==> config.mk <==
export PLATFORM = sky130hd
export DESIGN_NAME = alu_seq_flat
export DESIGN_NICKNAME = d
export VERILOG_FILES = /design/src/rtl/alu_seq_if.sv /design/src/rtl/alu_seq.sv /design/src/flat_wrapper.sv
export SDC_FILE = /design/constraint.sdc
export NUM_CORES = 1
export LEC_CHECK = 0
export CORE_ASPECT_RATIO = 0.8
export CORE_MARGIN = 3
export CORE_UTILIZATION = 50
export CTS_BUF_LIST = sky130_fd_sc_hd__clkbuf_16
export DETAILED_ROUTE_END_ITERATION = 10
export PLACE_DENSITY = 0.79
export SLEW_MARGIN = 20
export SYNTH_ARGS = -nofsm -noshare
export SYNTH_HDL_FRONTEND = slang
export SYNTH_SLANG_ARGS = --single-unit
==> constraint.sdc <==
create_clock -name clk -period 2.45 [get_ports clk]
set_input_delay 0.49 -clock clk [delete_from_list [all_inputs] [get_ports clk]]
set_output_delay 0.49 -clock clk [all_outputs]
set_load 0.02 [all_outputs]
==> src/rtl/alu_seq_if.sv <==
// Request/response handshake bundle between issue logic and alu_seq.
// master = issuer/consumer side, slave = sequencer side.
interface alu_seq_if;
    logic        req_valid;
    logic        req_ready;
    logic [31:0] req_sr1;
    logic [31:0] req_sr2;
    logic [2:0]  req_os;
    logic [5:0]  req_shift;
    logic [3:0]  req_tag;
    logic        rsp_valid;
    logic        rsp_ready;
    logic [31:0] rsp_rd;
    logic        rsp_zero;
    logic [3:0]  rsp_tag;

    modport master (
        output req_valid, req_sr1, req_sr2, req_os, req_shift, req_tag,
        input  req_ready,
        input  rsp_valid, rsp_rd, rsp_zero, rsp_tag,
        output rsp_ready
    );

    modport slave (
        input  req_valid, req_sr1, req_sr2, req_os, req_shift, req_tag,
        output req_ready,
        output rsp_valid, rsp_rd, rsp_zero, rsp_tag,
        input  rsp_ready
    );
endinterface

==> src/rtl/alu_seq.sv <==
// ALU operation sequencer: one op in flight, in-order tagged response FIFO.
// Optional zero-flag checker enabled by defining ALU_SEQ_ZCHECK_EN.
module alu_seq #(
    parameter int ALU_LAT = 1,
    parameter int DEPTH   = 4
) (
    input  logic        clk,
    input  logic        reset,
    alu_seq_if.slave    bus,
    output logic [31:0] alu_sr1,
    output logic [31:0] alu_sr2,
    output logic [2:0]  alu_os,
    output logic [5:0]  alu_shift,
    input  logic [31:0] alu_rd,
    input  logic        alu_zeroflag,
    output logic        err
);

    localparam int AW = $clog2(DEPTH);
    localparam int CW = $clog2(ALU_LAT + 1);
    localparam logic [AW:0] FULL = (AW + 1)'(DEPTH);
    localparam logic [CW-1:0] LAT = CW'(ALU_LAT);
    localparam logic [CW-1:0] ONE = CW'(1);

    typedef enum logic [1:0] {
        S_IDLE,
        S_WAIT,
        S_CAPT
    } state_t;

    typedef struct packed {
        logic [31:0] rd;
        logic        zero;
        logic [3:0]  tag;
    } ent_t;

    state_t        state;
    state_t        nxt;
    logic [CW-1:0] cnt;
    logic [3:0]    tag_q;
    ent_t          mem [DEPTH];
    logic [AW-1:0] wptr;
    logic [AW-1:0] rptr;
    logic [AW:0]   count;
    logic          accept;
    logic          push;
    logic          pop;

    // req_ready depends only on registered state, never on rsp_ready
    assign bus.req_ready = (state == S_IDLE) && (count < FULL);
    assign pop = bus.rsp_valid && bus.rsp_ready;

    always_ff @(posedge clk or negedge reset) begin
        if (!reset) begin
            state <= S_IDLE;
        end else begin
            state <= nxt;
        end
    end

    always_comb begin
        nxt = state;
        unique case (state)
            S_IDLE:  if (accept) nxt = S_WAIT;
            S_WAIT:  if (cnt == ONE) nxt = S_CAPT;
            S_CAPT:  nxt = S_IDLE;
            default: nxt = S_IDLE;
        endcase
    end

    always_comb begin
        accept = 1'b0;
        push   = 1'b0;
        unique case (1'b1)
            (state == S_IDLE): accept = bus.req_valid && bus.req_ready;
            (state == S_CAPT): push = 1'b1;
            default: ;
        endcase
    end

    always_ff @(posedge clk or negedge reset) begin
        if (!reset) begin
            alu_sr1   <= '0;
            alu_sr2   <= '0;
            alu_os    <= '0;
            alu_shift <= '0;
            tag_q     <= '0;
            cnt       <= '0;
        end else if (accept) begin
            alu_sr1   <= bus.req_sr1;
            alu_sr2   <= bus.req_sr2;
            alu_os    <= bus.req_os;
            alu_shift <= bus.req_shift;
            tag_q     <= bus.req_tag;
            cnt       <= LAT;
        end else if (state == S_WAIT) begin
            cnt <= cnt - ONE;
        end
    end

    // Only one op in flight, so push never meets a full FIFO
    always_ff @(posedge clk or negedge reset) begin
        if (!reset) begin
            wptr  <= '0;
            rptr  <= '0;
            count <= '0;
            for (int i = 0; i < DEPTH; i++) begin
                mem[i] <= '0;
            end
        end else begin
            if (push) begin
                mem[wptr] <= '{rd: alu_rd, zero: alu_zeroflag, tag: tag_q};
                wptr      <= wptr + 1'b1;
            end
            if (pop) begin
                rptr <= rptr + 1'b1;
            end
            unique case ({push, pop})
                2'b10:   count <= count + 1'b1;
                2'b01:   count <= count - 1'b1;
                default: count <= count;
            endcase
        end
    end

    assign bus.rsp_valid = (count != '0);
    assign bus.rsp_rd    = mem[rptr].rd;
    assign bus.rsp_zero  = mem[rptr].zero;
    assign bus.rsp_tag   = mem[rptr].tag;

`ifdef ALU_SEQ_ZCHECK_EN
    logic err_q;

    always_ff @(posedge clk or negedge reset) begin
        if (!reset) begin
            err_q <= 1'b0;
        end else if (push && (alu_zeroflag != (alu_rd == 32'h0))) begin
            err_q <= 1'b1;
        end
    end

    assign err = err_q;
`else
    assign err = 1'b0;
`endif

endmodule

==> src/flat_wrapper.sv <==
// flat-port wrapper written by rule: the top's interface ports become plain ports
module alu_seq_flat 
#(
    parameter int ALU_LAT = 1,
    parameter int DEPTH   = 4
)
  (clk, reset, alu_sr1, alu_sr2, alu_os, alu_shift, alu_rd, alu_zeroflag, err, bus_req_valid, bus_req_sr1, bus_req_sr2, bus_req_os, bus_req_shift, bus_req_tag, bus_req_ready, bus_rsp_valid, bus_rsp_rd, bus_rsp_zero, bus_rsp_tag, bus_rsp_ready);
  alu_seq_if bus_i ();
  input  logic clk;
  input  logic reset;
  output logic [31:0] alu_sr1;
  output logic [31:0] alu_sr2;
  output logic [2:0] alu_os;
  output logic [5:0] alu_shift;
  input  logic [31:0] alu_rd;
  input  logic alu_zeroflag;
  output logic err;
  input wire logic [$bits(bus_i.req_valid)-1:0] bus_req_valid;
  input wire logic [$bits(bus_i.req_sr1)-1:0] bus_req_sr1;
  input wire logic [$bits(bus_i.req_sr2)-1:0] bus_req_sr2;
  input wire logic [$bits(bus_i.req_os)-1:0] bus_req_os;
  input wire logic [$bits(bus_i.req_shift)-1:0] bus_req_shift;
  input wire logic [$bits(bus_i.req_tag)-1:0] bus_req_tag;
  output wire logic [$bits(bus_i.req_ready)-1:0] bus_req_ready;
  output wire logic [$bits(bus_i.rsp_valid)-1:0] bus_rsp_valid;
  output wire logic [$bits(bus_i.rsp_rd)-1:0] bus_rsp_rd;
  output wire logic [$bits(bus_i.rsp_zero)-1:0] bus_rsp_zero;
  output wire logic [$bits(bus_i.rsp_tag)-1:0] bus_rsp_tag;
  input wire logic [$bits(bus_i.rsp_ready)-1:0] bus_rsp_ready;
  assign bus_i.req_valid = bus_req_valid;
  assign bus_i.req_sr1 = bus_req_sr1;
  assign bus_i.req_sr2 = bus_req_sr2;
  assign bus_i.req_os = bus_req_os;
  assign bus_i.req_shift = bus_req_shift;
  assign bus_i.req_tag = bus_req_tag;
  assign bus_req_ready = bus_i.req_ready;
  assign bus_rsp_valid = bus_i.rsp_valid;
  assign bus_rsp_rd = bus_i.rsp_rd;
  assign bus_rsp_zero = bus_i.rsp_zero;
  assign bus_rsp_tag = bus_i.rsp_tag;
  assign bus_i.rsp_ready = bus_rsp_ready;
  alu_seq #(.ALU_LAT(ALU_LAT), .DEPTH(DEPTH)) u_core (.clk(clk), .reset(reset), .bus(bus_i), .alu_sr1(alu_sr1), .alu_sr2(alu_sr2), .alu_os(alu_os), .alu_shift(alu_shift), .alu_rd(alu_rd), .alu_zeroflag(alu_zeroflag), .err(err));
endmodule
==> flow_metrics.env <==
export IMPL_cts_root_buffer="clkbuf_16"
export IMPL_synthArstFlopShare_pct=100
export IMPL_final_hold_viol_count=0
export IMPL_synth_cells=569
export IMPL_grt_max_degree=74
export IMPL_cp_start_kind="register"
export IMPL_grt_overflow=0
export IMPL_fin_crit_ns=2.41
export IMPL_multi_input_area_um2=4260
export IMPL_rsz0062_at_grt="true"
export IMPL_die_y_um=135
export IMPL_track_usage_pct=21.2
export IMPL_drive_gt1_share_pct=43.2
export IMPL_pre_cts_slack_ns=0.157
export IMPL_drc_errors=0
export IMPL_critPathRequiredTime_ns=1.96
export IMPL_post_drt_via_cell_ratio=5.33
export IMPL_synth_area_um2=10500
export IMPL_start_util_pct=51.9
export IMPL_skew_ns=0.0159
export IMPL_synth_area_per_cell_um2=18.4
export IMPL_die_area_um2=22700
export IMPL_cpPeakStageDelay_ns=0.54
export IMPL_coreArea_um2=20200
export IMPL_cts_tree="done"
export IMPL_vdd_ir_drop_max_mv=0.924
export IMPL_slew_headroom_pct=62.6
export IMPL_place_hpwl_mm=15.4
export IMPL_h_tree_depth=1
export IMPL_io_pins=227
export IMPL_power_per_cell_area_nw_per_um2=1510
export IMPL_fmax_mhz=414
export IMPL_timing_max_cap_violations=0
export IMPL_cts_made_buffers=24
export IMPL_synth_area_top_cells="dfrtp_1 (56%), mux2_4 (21%), mux2_2 (8.2%)"
export IMPL_wl_mm=23.7
export IMPL_clock_sinks=235
export IMPL_seq_area_frac_synth_pct=56.1
export IMPL_outcome="finished clean"
export IMPL_clk_latency_ns=0.51
export IMPL_end_kind="output port"
export IMPL_wire_per_inst_um=21.8
export IMPL_row_count=46
export IMPL_synth_enable_flop_cells=0
export IMPL_drv_slew=0
export IMPL_ys_seq_elements=235
export IMPL_drt_iter0_drc=286
export IMPL_yosysMostFrequentCell="dfrtp_1"
export IMPL_antenna_cells=0
export IMPL_regArea_um2=5880
export IMPL_fin_util_pct=67.3
export IMPL_synth_top_cell_area_share_pct=56.1
export IMPL_p_leak_nw=6.23
export IMPL_min_path_type="reg -> reg"
export IMPL_crit_path_top_delay_cell="mux4_2"
export IMPL_numPortBuffers=225
export IMPL_yosys_top_cells_count="dfrtp_1 (235), mux2_4 (150), mux2_2 (76)"
export IMPL_num_vias=5786
export IMPL_crit_buf_inv=2
export IMPL_syn_to_final_growth_pct=29.9
export IMPL_cp_top_family="multiplexers"
export IMPL_fin_nets=925
export IMPL_place_congestion=0.755
export IMPL_worstPathArrival_ns=1.92
export IMPL_yosysWarnings=0
export IMPL_fp_dieW_um=168
export IMPL_grt_pass1_wl_mm=38.5
export IMPL_setup_viol=0
export IMPL_yosysUniqueCellTypes=28
export IMPL_firstDrtPassIters=4
export IMPL_num_fill_cells=1365
export IMPL_syn_nets=689
export IMPL_setup_slack_ns=0.0361
export IMPL_critPathMaxFanout=9
export IMPL_yosysTopAreaCell="dfrtp_1"
export IMPL_clk_pin_slew_ns=0.06
export IMPL_path_class="reg -> out"
export IMPL_ant_nets=0
export IMPL_first_global_vias=6770
export IMPL_cts_max_path_buffers=3
export IMPL_worstPathCellList="buf_12 -> mux4_2 -> buf_2"
export IMPL_antenna_found_initial=0
export IMPL_worst_slew_pin_slew_ns=0.561
export IMPL_synthFlopType="dfrtp_1"
export IMPL_period_share_pct=98.5
-- per-layer routing --
metal / GRT usage (%) / part of all wire, % / routed length [um] / vias up
met1: 28.7 / 43 / 10200 / 3029
met4: 4.36 / 1.7 / 403 / 0
met3: 6.27 / 7.1 / 1670 / 34
met2: 34.6 / 48 / 11400 / 190
met5: 0 / 0 / 0 / -
li1: - / - / - / 2533
-- final cells by class --
class	instances	area share, %
clock buffer	25	4.60
timing repair buffer	241	17.3
tap	264	2.43
multi-input combinational	296	31.3
inverter	7	0.193
clock inverter	18	0.929
sequential	235	43.2
-- sequential cells by signal (all words and copies together), names as in the netlist --
register          cells
u_core.mem          148
u_core.alu_sr1       32
u_core.alu_sr2       32
u_core.alu_shift      6
u_core.tag_q          4
u_core.alu_os         3
u_core.count          3
u_core.rptr           2
u_core.state          2
u_core.wptr           2
u_core.cnt            1
-- cells by family (layout without fill, tap and decap cells) --
logic type	Yosys count	count (layout)	synth area share [%]
buf+inv	38	291	3.21
other cells	1	1	0.0358
xor+xnor	6	6	0.502
compound gates	3	3	0.215
flops	235	235	56.1
mux	264	264	37.7
simple gates	16	16	1.40
fa+ha+maj	6	6	0.788
-- what timing repair did --
action,CTS,global route
buffers inserted,2,0
setup endpoints to repair,37,19
pin swaps,0,0
hold buffers,1,0
endpoints found under the hold margin,68,0
cloned,2,0
resized for setup,167,2
-- placed cells by master, fill, tap and decap left out, types with 4 or more instances in the layout --
master,instances
buf_12,8
buf_2,28
buf_4,6
buf_6,10
clkbuf_16,25
clkdlybuf4s50_1,187
clkinv_1,6
dfrtp_1,233
ha_1,5
inv_1,14
mux2_2,76
mux2_4,150
mux4_2,37
nand2_8,4
nor2_1,4
-- power by group --
group | total, mW | leakage [nW] | internal (mW) | switching, mW
clock | 3.53 | 0.391 | 2.04 | 1.48
sequential | 7.14 | 2.77 | 5.89 | 1.25
combinational | 9.89 | 3.07 | 5.71 | 4.18
total | 20.6 | 6.23 | 13.6 | 6.91
-- through the flow --
| step | setup TNS [ns] | total power [mW] | area (um2) | instances | hold slack (ns) |
|---|---|---|---|---|---|
| after floorplan | 0 | 13.5 | 10500 | 569 | 0.194 |
| after detailed placement | 0 | 17.4 | 12900 | 1040 | 0.490 |
| after CTS | -0.325 | 20.8 | 13700 | 1088 | 0.504 |
| final | 0 | 20.6 | 13600 | 1086 | 0.506 |
| after global routing | -0.0181 | 21.6 | 13600 | 1086 | 0.510 |
| after global placement | 0 | 17.0 | 12900 | 1040 | 0.483 |
-- path summary, 6_finish.rpt --
check / from / end / slack (ns) / cells past startpoint
max: u_core.rptr[0] / bus_rsp_rd[31] / 0.04 / 3
min: u_core.alu_sr1[18] / u_core.alu_sr1[18] / 0.51 / 1
max reg2reg: u_core.count[2] / u_core.count[2] / 0.60 / 7
min reg2reg: u_core.alu_sr1[18] / u_core.alu_sr1[18] / 0.51 / 1
max in group asynchronous: reset / u_core.alu_os[2] / 1.10 / 3
min in group asynchronous: reset / u_core.mem[86] / 0.54 / 2
No activity file was read; power rests on OpenSTA's default activity.
